<file path="config.mk">
export PLATFORM = sky130hd
export DESIGN_NAME = timer_ctrl
export DESIGN_NICKNAME = d
export VERILOG_FILES = /design/src/rtl/timer_pkg.sv /design/src/rtl/timer_chan.sv /design/src/rtl/timer_ctrl.sv
export SDC_FILE = /design/constraint.sdc
export NUM_CORES = 1
export LEC_CHECK = 0
export CORE_MARGIN = 5
export CORE_UTILIZATION = 54
export DETAILED_ROUTE_END_ITERATION = 6
export PLACE_DENSITY = 0.93
export SLEW_MARGIN = 20
export SYNTH_ARGS = -nofsm -noshare
export SYNTH_HDL_FRONTEND = slang
export SYNTH_SLANG_ARGS = --single-unit
</file>
<file path="constraint.sdc">
create_clock -name mclk -period 4.1 [get_ports mclk]
set_clock_uncertainty 0.05 [all_clocks]
set_input_delay 0.82 -clock mclk [delete_from_list [all_inputs] [get_ports mclk]]
set_output_delay 0.82 -clock mclk [all_outputs]
set_load 0.01 [all_outputs]
</file>
<file path="src/rtl/timer_pkg.sv">
// Shared definitions for the pinmux timer engine: tick-base encodings and
// the bit layout of the per-channel configuration word.
package timer_pkg;

  typedef enum logic [1:0] {
    TICK_1US  = 2'b00,
    TICK_1MS  = 2'b01,
    TICK_1S   = 2'b10,
    TICK_NONE = 2'b11
  } tick_sel_e;

  localparam int unsigned RELOAD_MSB = 15;
  localparam int unsigned EN_BIT     = 16;
  localparam int unsigned SEL_LSB    = 17;
  localparam int unsigned SEL_W      = 2;
  localparam int unsigned CFG_W      = SEL_LSB + SEL_W;
  localparam int unsigned CNT_W      = RELOAD_MSB + 1;

  // Reserved select value yields no tick, so the channel simply holds.
  function automatic logic tick_pick(input tick_sel_e sel, input logic p_us,
                                     input logic p_ms, input logic p_s);
    case (sel)
      TICK_1US: return p_us;
      TICK_1MS: return p_ms;
      TICK_1S:  return p_s;
      default:  return 1'b0;
    endcase
  endfunction

endpackage

</file>
<file path="src/rtl/timer_chan.sv">
// One periodic down-counter channel with auto-reload and a one-cycle
// expiry pulse; the load strobe takes priority over everything else.
module timer_chan
  import timer_pkg::*;
(
  input  logic             mclk,
  input  logic             h_reset_n,
  input  logic             update,
  input  logic [CFG_W-1:0] cfg,
  input  logic             pulse_1us,
  input  logic             pulse_1ms,
  input  logic             pulse_1s,
  output logic [CNT_W-1:0] timer_cnt,
  output logic             timer_intr
);

  logic [CNT_W-1:0] reload;
  logic             enable;
  tick_sel_e        sel;
  logic             tick;

  always_comb begin
    reload = cfg[RELOAD_MSB:0];
    enable = cfg[EN_BIT];
    sel    = tick_sel_e'(cfg[SEL_LSB +: SEL_W]);
    tick   = tick_pick(sel, pulse_1us, pulse_1ms, pulse_1s);
  end

  always_ff @(posedge mclk or negedge h_reset_n) begin
    if (!h_reset_n) begin
      timer_cnt  <= '0;
      timer_intr <= 1'b0;
    end else if (update) begin
      timer_cnt  <= reload;
      timer_intr <= 1'b0;
    end else if (enable && tick) begin
      if (timer_cnt == '0) begin
        timer_cnt  <= reload;
        timer_intr <= 1'b1;
      end else begin
        timer_cnt  <= timer_cnt - CNT_W'(1);
        timer_intr <= 1'b0;
      end
    end else begin
      timer_intr <= 1'b0;
    end
  end

endmodule

</file>
<file path="src/rtl/timer_ctrl.sv">
// Timer engine: 1 us / 1 ms / 1 s timebase prescaler chain feeding three
// independent periodic down-counter channels.
module timer_ctrl #(
  parameter int unsigned MS_DIV = 1000,
  parameter int unsigned S_DIV  = 1000
) (
  input  logic        mclk,
  input  logic        h_reset_n,
  input  logic [9:0]  cfg_pulse_1us,
  input  logic [2:0]  cfg_timer_update,
  input  logic [18:0] cfg_timer0,
  input  logic [18:0] cfg_timer1,
  input  logic [18:0] cfg_timer2,
  output logic        pulse_1us,
  output logic        pulse_1ms,
  output logic        pulse_1s,
  output logic [15:0] timer_cnt0,
  output logic [15:0] timer_cnt1,
  output logic [15:0] timer_cnt2,
  output logic [2:0]  timer_intr
);
  import timer_pkg::*;

  localparam int unsigned MS_W = (MS_DIV > 1) ? $clog2(MS_DIV) : 1;
  localparam int unsigned S_W  = (S_DIV > 1) ? $clog2(S_DIV) : 1;
  localparam logic [MS_W-1:0] MS_LAST = MS_W'(MS_DIV - 1);
  localparam logic [S_W-1:0]  S_LAST  = S_W'(S_DIV - 1);

  logic [9:0]      us_cnt;
  logic [MS_W-1:0] ms_cnt;
  logic [S_W-1:0]  s_cnt;

  // >= rather than == so lowering the config mid-count cannot overrun.
  always_ff @(posedge mclk or negedge h_reset_n) begin
    if (!h_reset_n) begin
      us_cnt    <= '0;
      pulse_1us <= 1'b0;
    end else if (us_cnt >= cfg_pulse_1us) begin
      us_cnt    <= '0;
      pulse_1us <= 1'b1;
    end else begin
      us_cnt    <= us_cnt + 10'd1;
      pulse_1us <= 1'b0;
    end
  end

  always_ff @(posedge mclk or negedge h_reset_n) begin
    if (!h_reset_n) begin
      ms_cnt    <= '0;
      pulse_1ms <= 1'b0;
    end else begin
      pulse_1ms <= 1'b0;
      if (pulse_1us) begin
        if (ms_cnt == MS_LAST) begin
          ms_cnt    <= '0;
          pulse_1ms <= 1'b1;
        end else begin
          ms_cnt <= ms_cnt + MS_W'(1);
        end
      end
    end
  end

  always_ff @(posedge mclk or negedge h_reset_n) begin
    if (!h_reset_n) begin
      s_cnt    <= '0;
      pulse_1s <= 1'b0;
    end else begin
      pulse_1s <= 1'b0;
      if (pulse_1ms) begin
        if (s_cnt == S_LAST) begin
          s_cnt    <= '0;
          pulse_1s <= 1'b1;
        end else begin
          s_cnt <= s_cnt + S_W'(1);
        end
      end
    end
  end

  timer_chan u_chan0 (
    .mclk       (mclk),
    .h_reset_n  (h_reset_n),
    .update     (cfg_timer_update[0]),
    .cfg        (cfg_timer0),
    .pulse_1us  (pulse_1us),
    .pulse_1ms  (pulse_1ms),
    .pulse_1s   (pulse_1s),
    .timer_cnt  (timer_cnt0),
    .timer_intr (timer_intr[0])
  );

  timer_chan u_chan1 (
    .mclk       (mclk),
    .h_reset_n  (h_reset_n),
    .update     (cfg_timer_update[1]),
    .cfg        (cfg_timer1),
    .pulse_1us  (pulse_1us),
    .pulse_1ms  (pulse_1ms),
    .pulse_1s   (pulse_1s),
    .timer_cnt  (timer_cnt1),
    .timer_intr (timer_intr[1])
  );

  timer_chan u_chan2 (
    .mclk       (mclk),
    .h_reset_n  (h_reset_n),
    .update     (cfg_timer_update[2]),
    .cfg        (cfg_timer2),
    .pulse_1us  (pulse_1us),
    .pulse_1ms  (pulse_1ms),
    .pulse_1s   (pulse_1s),
    .timer_cnt  (timer_cnt2),
    .timer_intr (timer_intr[2])
  );

endmodule

</file>
==> impl_summary.md, run 1 <==
Cells and area
The layout has 760 filler cells. In the layout the commonest cells are sky130_fd_sc_hd__clkdlybuf4s50_1, sky130_fd_sc_hd__dfrtp_1, sky130_fd_sc_hd__nand2_1, sky130_fd_sc_hd__nor2_1, sky130_fd_sc_hd__nand3_1. Leaving out fill and tap cells, the most frequent cell in the layout is sky130_fd_sc_hd__clkdlybuf4s50_1.

Leaving out filler cells and counting taps, the final layout contains 836. Measured on the finished design, the core utilization comes to 0.701. For this run, the post-layout net count is 789. The fraction of layout cells with a size suffix above 1 is 0.0654.

The antenna diode count is 0. The relative area change from synthesis to final layout is 28.6%.

Clocking
The clock slew at the register clock pins of the worst setup and hold paths is 90 ps. The root buffer selected by CTS is sky130_fd_sc_hd__clkbuf_8. The number of buffers inserted by post-CTS setup repair is 0.

The clock drives 84 sinks. The number of buffers inserted for hold repair after clock tree synthesis is 0. The TritonCTS buffer count is 9. The later-pin clock latency in the skew report is 370 ps. Post-CTS repair changed the size of 0 cells. The buffer depth of the longest clock path is 2. The total number of H-tree levels is 3.

The TritonCTS clock tree is yes.

Power and ir drop
The share of total power consumed by net switching is 0.351. The total power of the final layout is 2.40 mW. The part of the power in the clock network is 0.227. VDD sags by at most 200 uV. The share of power burned in registers is 0.470. The switching power total is 842 uW. Of the total power, combinational logic draws 0.302. The leakage power total is 2.81 nW. Power spread over the standard cell area amounts to 355 nW/um^2. The design internal power is 1.56 mW.

Detailed routing
The post-detailed-route via-to-cell ratio is 6.01. The highest metal layer carrying signal wires in the routed design is met4. In this run the remaining antenna-violating nets after routing total 0. The detailed router put a total of 5850 um of wire on met1. The wire length on met2 is 6970 um. The iteration-0 DRC count of the detailed router is 333. After detailed routing, the number of remaining DRC violations is 0. The final layout contains routed wiring with a total length of 13900 um. For this block, the via count after detailed routing is 5024. The pre-antenna-repair detailed-routing pass consisted of 5 iterations. The routed design uses 829 um of met3 wire. The routed wirelength normalized by instance count is 16.6 um.

Placement
The routability congestion estimate from global placement is 0.912. The HPWL after detailed placement is 10100 um. In this run the tool buffered the top-level ports with 125 buffer cells.

Counting tap cells, the placed design contains a total of 820 instances. Prior to clock tree synthesis, the placed netlist has a worst setup slack of 1060 ps.

Critical path
The startpoint identified for the worst register-to-register timing path is u_chan0.timer_cnt[0]. In this run the worst path has a maximum fanout of 13. The critical path goes through clkdlybuf4s50_1 > mux2i_1 > o211ai_1 > buf_4 > o21ai_0 > a221o_1. The worst setup slack for register-to-register paths is 1470 ps. The worst path required time is 4310 ps. The depth of the worst register-to-register path is 7. The number of buffer and inverter instances along the worst setup path is 2. For this run, the slowest stage of the critical path takes 700 ps.

In this run the critical register-to-register path is captured at u_chan0.timer_cnt[5]. Among cell families on the critical path, the largest total delay comes from compound AO/OA/AOI/OAI gates. The kind of capture point of the worst setup path is a register. The critical path in this run is classified as in -> reg.

The signal arrival time at the worst endpoint is 2930 ps. The cell with the largest stage delay on the worst path is sky130_fd_sc_hd__o211ai_1. The number of logic stages on the critical path including buffering is 6. The nature of the critical path startpoint is an input port.

Timing
In the finished design, the share of the clock period the worst path needs comes to 0.665. The worst path meets setup with 1370 ps of slack. The smallest clock period supported by the final layout is computed as 2730 ps. The post-route setup TNS is 0 ps.

The hold violation count in the final report is 0. The measured slew at the worst slew-check pin is 981 ps. Based on the critical path, the design can be clocked at up to 0.367 GHz. The worst relative slew slack is 0.346. The number of setup violations in the final report is 0. Setup repair after global routing left no endpoint under its margin.

The max-slew violation count is 0.

Synthesis
Among all flip-flop cells after synthesis, the most frequent one is sky130_fd_sc_hd__dfrtp_1. The synthesized netlist cell count is 584. The number of nets produced by synthesis is 675. Dividing the synthesized area by the synthesized cell count gives 8.99 sq um. Counting flops with a built-in enable in the synthesized netlist gives 0. In this run the cell area of the synthesized design comes to 5250 sq um. The share of the Yosys chip area taken by registers is 0.400. Synthesis inferred 84 register bits. The netlist uses 62 different library cells. The Yosys step of the flow raised 0 warnings.

After synthesis, the share of flip-flops with an asynchronous set or reset is 1.00.

Global route
The initial antenna violation count was 0. The via count of the first global-routing pass came to 4763. The combined global-route utilization of all metal layers is 0.239. Summed over all layers, the global routing overflow is 0. The global-route wire length before repair is 22800 um. Entering global routing, the biggest net connects 85 pins.

Floorplanning
Row generation in the floorplan step produced 36 rows. For this configuration, the core starts out at a cell density of 0.545. The floorplan step defined a core boundary enclosing 9640 sq um.

The full die area is 11800 sq um. The die is 109 um wide. The die height is 109 um. The I/O pin count is 126.

Min path
The min-delay analysis places its worst path in the category in -> async.

Job
The reported max-cap violation count is 0.

Run status
The run finished with clean final reports.
==> worst register-to-register path, stage by stage, from the launching register on <==
cell and delay, ps:
sky130_fd_sc_hd__dfrtp_1 430, sky130_fd_sc_hd__inv_1 130, sky130_fd_sc_hd__ha_1 160, sky130_fd_sc_hd__or3b_2 500
sky130_fd_sc_hd__nor4_4 270, sky130_fd_sc_hd__a21o_2 470, sky130_fd_sc_hd__o21ai_0 160, sky130_fd_sc_hd__a221o_1 350
==> final cells by class <==
class | count | area [sq um] | share of cell area
multi-input cells | 436 | 2880 | 0.426
flip-flops and latches | 84 | 2100 | 0.311
repair buffers | 131 | 1300 | 0.192
well taps | 133 | 166 | 0.0246
inverters | 36 | 135 | 0.0200
clock buffers | 9 | 124 | 0.0183
clock inverters | 7 | 52.6 | 0.00778
==> kinds of logic (layout without fill, tap and decap cells) <==
family / Yosys count / in the layout / synth area share
XOR/XNOR: 19 / 19 / 0.0317
multiplexers: 17 / 17 / 0.0336
adder cells (fa/ha/maj): 19 / 19 / 0.0453
buffers and inverters: 64 / 183 / 0.0519
AO/OA/AOI/OAI: 132 / 132 / 0.171
AND/OR/NAND/NOR: 249 / 249 / 0.267
flip-flops: 84 / 84 / 0.400
==> metal layers <==
layer	global-route usage	vias up
met1	0.310	2423
met2	0.407	184
met3	0.0385	18
met4	0.0857	0
li1	-	2399
met5	0	-
==> stage by stage <==
step	hold WS, ps	cell area (sq um)
after floorplan	417	5250
after global placement	442	6580
after detailed placement	454	6580
after CTS	470	6750
after global routing	501	6760
final	440	6760
==> Yosys cell counts, types with 14 or more instances <==
library cell / count / share of area
sky130_fd_sc_hd__a21oi_1: 23 / 0.022
sky130_fd_sc_hd__clkbuf_1: 15 / 0.011
sky130_fd_sc_hd__dfrtp_1: 84 / 0.40
sky130_fd_sc_hd__ha_1: 19 / 0.045
sky130_fd_sc_hd__inv_1: 36 / 0.026
sky130_fd_sc_hd__nand2_1: 42 / 0.030
sky130_fd_sc_hd__nand3_1: 39 / 0.037
sky130_fd_sc_hd__nand4_1: 14 / 0.017
sky130_fd_sc_hd__nor2_1: 40 / 0.029
sky130_fd_sc_hd__nor3_1: 28 / 0.027
sky130_fd_sc_hd__nor4_1: 14 / 0.017
sky130_fd_sc_hd__o21ai_0: 31 / 0.030
==> power groups by stage <==
| stage | clock network, mW | registers, mW | logic (mW) |
|---|---|---|---|
| CTS | 0.556 | 1.13 | 0.730 |
| global placement | 0 | 1.13 | 0.689 |
| global route | 0.594 | 1.15 | 0.800 |
| floorplan | 0 | 1.13 | 0.370 |
| detailed placement | 0 | 1.14 | 0.722 |
| finish | 0.546 | 1.13 | 0.726 |
==> registers in the layout, indices dropped and copies added (netlist names) <==
| signal | flops |
|---|---|
| us_cnt | 10 |
| u_chan1.timer_cnt | 16 |
| u_chan1.timer_intr | 1 |
| u_chan0.timer_intr | 1 |
| pulse_1us | 1 |
| s_cnt | 10 |
| pulse_1ms | 1 |
| pulse_1s | 1 |
| u_chan2.timer_intr | 1 |
| ms_cnt | 10 |
| u_chan2.timer_cnt | 16 |
| u_chan0.timer_cnt | 16 |
==> worst max-delay path by stage <==
stage,start,end,slack (ps)
final,cfg_timer1[18],u_chan1.timer_cnt[5],1370
after floorplan,cfg_timer2[18],u_chan2.timer_cnt[7],1690
after CTS,cfg_timer1[18],u_chan1.timer_cnt[5],1440
after detailed placement,cfg_timer1[18],u_chan1.timer_cnt[5],1060
after global placement,cfg_timer1[18],u_chan1.timer_cnt[5],1090
after global routing,cfg_timer1[18],u_chan1.timer_cnt[5],1260
(Power assumes the default switching activity.)
==> run 2, diff against run 1 <==
- CORE_UTILIZATION: 54 -> 51
- PLACE_DENSITY: 0.93 -> 0.89
- clock period: 4.1 -> 2.8 ns (I/O delays scaled with it)
==> impl_summary.md, run 2 (same netlist as run 1, synthesis figures left out) <==
Run status
The flow ran to the end, and the final reports show no timing, DRC or antenna violations.

Critical path
Along the worst path, the maximum fanout reaches 10. The reg-to-reg critical path startpoint is u_chan0.timer_cnt[0]. The worst setup slack for register-to-register paths is 260 ps. The kind of critical path is reg -> reg. In this run the critical register-to-register path is captured at u_chan0.timer_cnt[14]. The depth of the worst register-to-register path is 7.

Data on the critical path arrives at its endpoint at 2700 ps. The nature of the critical path startpoint is a register. STA classifies the critical path endpoint as a register. For the worst setup path, the data required time is 2960 ps. The origin of the worst setup path is u_chan0.timer_cnt[0].

Timing
The number of setup violations in the final report is 0. At the pin with the least slew margin, the transition time is 1060 ps. The final critical delay including setup and external delays is 2540 ps. The worst pin sits at a relative slew slack of 0.291. The upper clock frequency limit is 0.394 GHz. The max-slew violation count is 0. The hold violation count in the final report is 0. The final worst slack is 259 ps. The post-route setup TNS is 0 ps. Hold is met by 144 ps. Setup repair after global routing left no endpoint under its margin. The post-route fraction of the period consumed by the critical path is 0.907.

Cells and area
Of the cells placed in the final design, the portion with a size suffix greater than 1 is 0.0761. The relative area change from synthesis to final layout is 30.5%. Leaving out fill and tap cells, the most frequent cell in the layout is sky130_fd_sc_hd__clkdlybuf4s50_1. The repair_antennas step left the layout with diodes totalling 0. In the final design database the tool counted 796 nets. The cell area after layout is 6860 sq um. In the final layout, the registers with the most flip-flops are u_chan0.timer_cnt: 16 flops, u_chan1.timer_cnt: 16 flops, u_chan2.timer_cnt: 16 flops.

In the layout the commonest cells are sky130_fd_sc_hd__clkdlybuf4s50_1, sky130_fd_sc_hd__dfrtp_1, sky130_fd_sc_hd__nand2_1, sky130_fd_sc_hd__nor2_1, sky130_fd_sc_hd__nand3_1. The utilization after layout is 0.673.

Placement
The placed standard-cell area is 6640 sq um. Before CTS, the worst setup slack after placement is -61.0 ps. After legalization and detailed placement, the total HPWL measured 10000 um. The count of buffers from port buffering is 125.

The routability congestion estimate from global placement is 0.924.

Detailed routing
The first detailed-routing pass took 5 iterations. Dividing the detail-routed wire length by the instance count gives 16.0 um. The wire length after detailed routing is 13500 um. The iteration-0 DRC count of the detailed router is 301.

The detail route stage leaves a number of antenna-violating nets equal to 0. The post-route DRC violation count is 0. The detailed-route via count is 5034.

The post-detailed-route via-to-cell ratio is 5.95.

Global route
The via count of the first global-routing pass was 4905. The combined global-route utilization of all metal layers is 0.212. The first global-routing pass estimated 22600 um of wire.

The initial antenna violation count came to 0. The largest net degree at the start of global routing is 46. The total overflow left after global routing is 0.

Floorplanning
The floorplan has 37 rows. The floorplan step set the die width to 111 um. Measured along the y axis, the die boundary spans 111 um.

The initial core utilization is 0.516. The core region is 10200 sq um. The full die area is 12400 sq um. The I/O pin count is 126.

Clocking
Post-CTS repair changed the size of 0 cells. The clock tree synthesis step divided the H-tree into 3 levels. TritonCTS built the clock tree. The number of buffers inserted by post-CTS setup repair is 0. CTS placed an instance of sky130_fd_sc_hd__clkbuf_8 at the clock tree root. Hold repair after CTS inserted 0 buffers.

In this run, CTS created clock tree buffers numbering 9. Clock-pin slew was measured on the worst setup and hold paths at 100 ps. The buffer depth of the longest clock path is 2. The clock reaches the later pin of the worst-skew pair after 360 ps.

For this design, the sink count on the clock tree is 84.

Job
The reported max-cap violation count is 0.

Min path
The class of the tightest hold or removal check is in -> async.

Power and ir drop
The total power divided by cell area is 529 nW/um^2. The worst ir drop on vdd is 245 uV. The leakage power total is 2.86 nW.
-- run 2: cell count changes in the layout (fill, tap and decap cells not counted), sizes merged --
cell / delta
clkinvlp: +1
buf: +7
inv: +2
bufinv: +1
clkinv: -4
-- run 2: stage by stage --
stage          power (mW)  std cells
6_report             3.63        846
5_1_grt              3.84        846
4_1_cts              3.64        846
3_5_place_dp         2.73        830
3_3_place_gp         2.68        830
2_1_floorplan        2.19        584
-- run 2: worst max path at each step --
stage / to / slack, ps / cells past startpoint
6_report: u_chan0.timer_cnt[14] / 260 / 7
4_1_cts: u_chan0.timer_cnt[14] / 280 / 7
2_1_floorplan: u_chan2.timer_cnt[10] / 490 / 8
3_5_place_dp: us_cnt[6] / -60 / 7
3_3_place_gp: us_cnt[3] / 40 / 7
5_1_grt: u_chan0.timer_cnt[14] / 70 / 7
-- run 2: layer usage --
metal,vias up,track usage,wire length (um)
li1,2416,-,-
met2,197,0.360,6650
met4,0,0.0852,282
met3,29,0.0391,797
met1,2392,0.268,5800
met5,-,0,0
-- run 2: final cells by class --
| type | instances | area (sq um) |
|---|---|---|
| repair buffers | 138 | 1360 |
| inverters | 36 | 135 |
| flip-flops and latches | 84 | 2100 |
| clock inverters | 7 | 82.6 |
| multi-input cells | 436 | 2880 |
| well taps | 136 | 170 |
| clock buffers | 9 | 124 |
| fillers | 783 | 3330 |
-- run 2: critical path, cell delays in order (launching register included) --
cell                       delay, ps
sky130_fd_sc_hd__dfrtp_1         430
sky130_fd_sc_hd__inv_1           130
sky130_fd_sc_hd__ha_1            180
sky130_fd_sc_hd__or3b_2          510
sky130_fd_sc_hd__nor4_4          260
sky130_fd_sc_hd__a21oi_1         390
sky130_fd_sc_hd__o211ai_1        320
sky130_fd_sc_hd__o21ai_0         130
-- run 2: report_power, final --
part	internal (mW)	leakage (nW)	total, mW	switching, mW
combinational	0.574	1.71	1.07	0.493
clock	0.427	0.0984	0.906	0.480
sequential	1.39	1.06	1.66	0.267
==> run 3, diff against run 2 <==
- CAP_MARGIN: unset -> 10
==> results of run 3 <==
Final layout, timing and power as in run 2 (identical DEF).
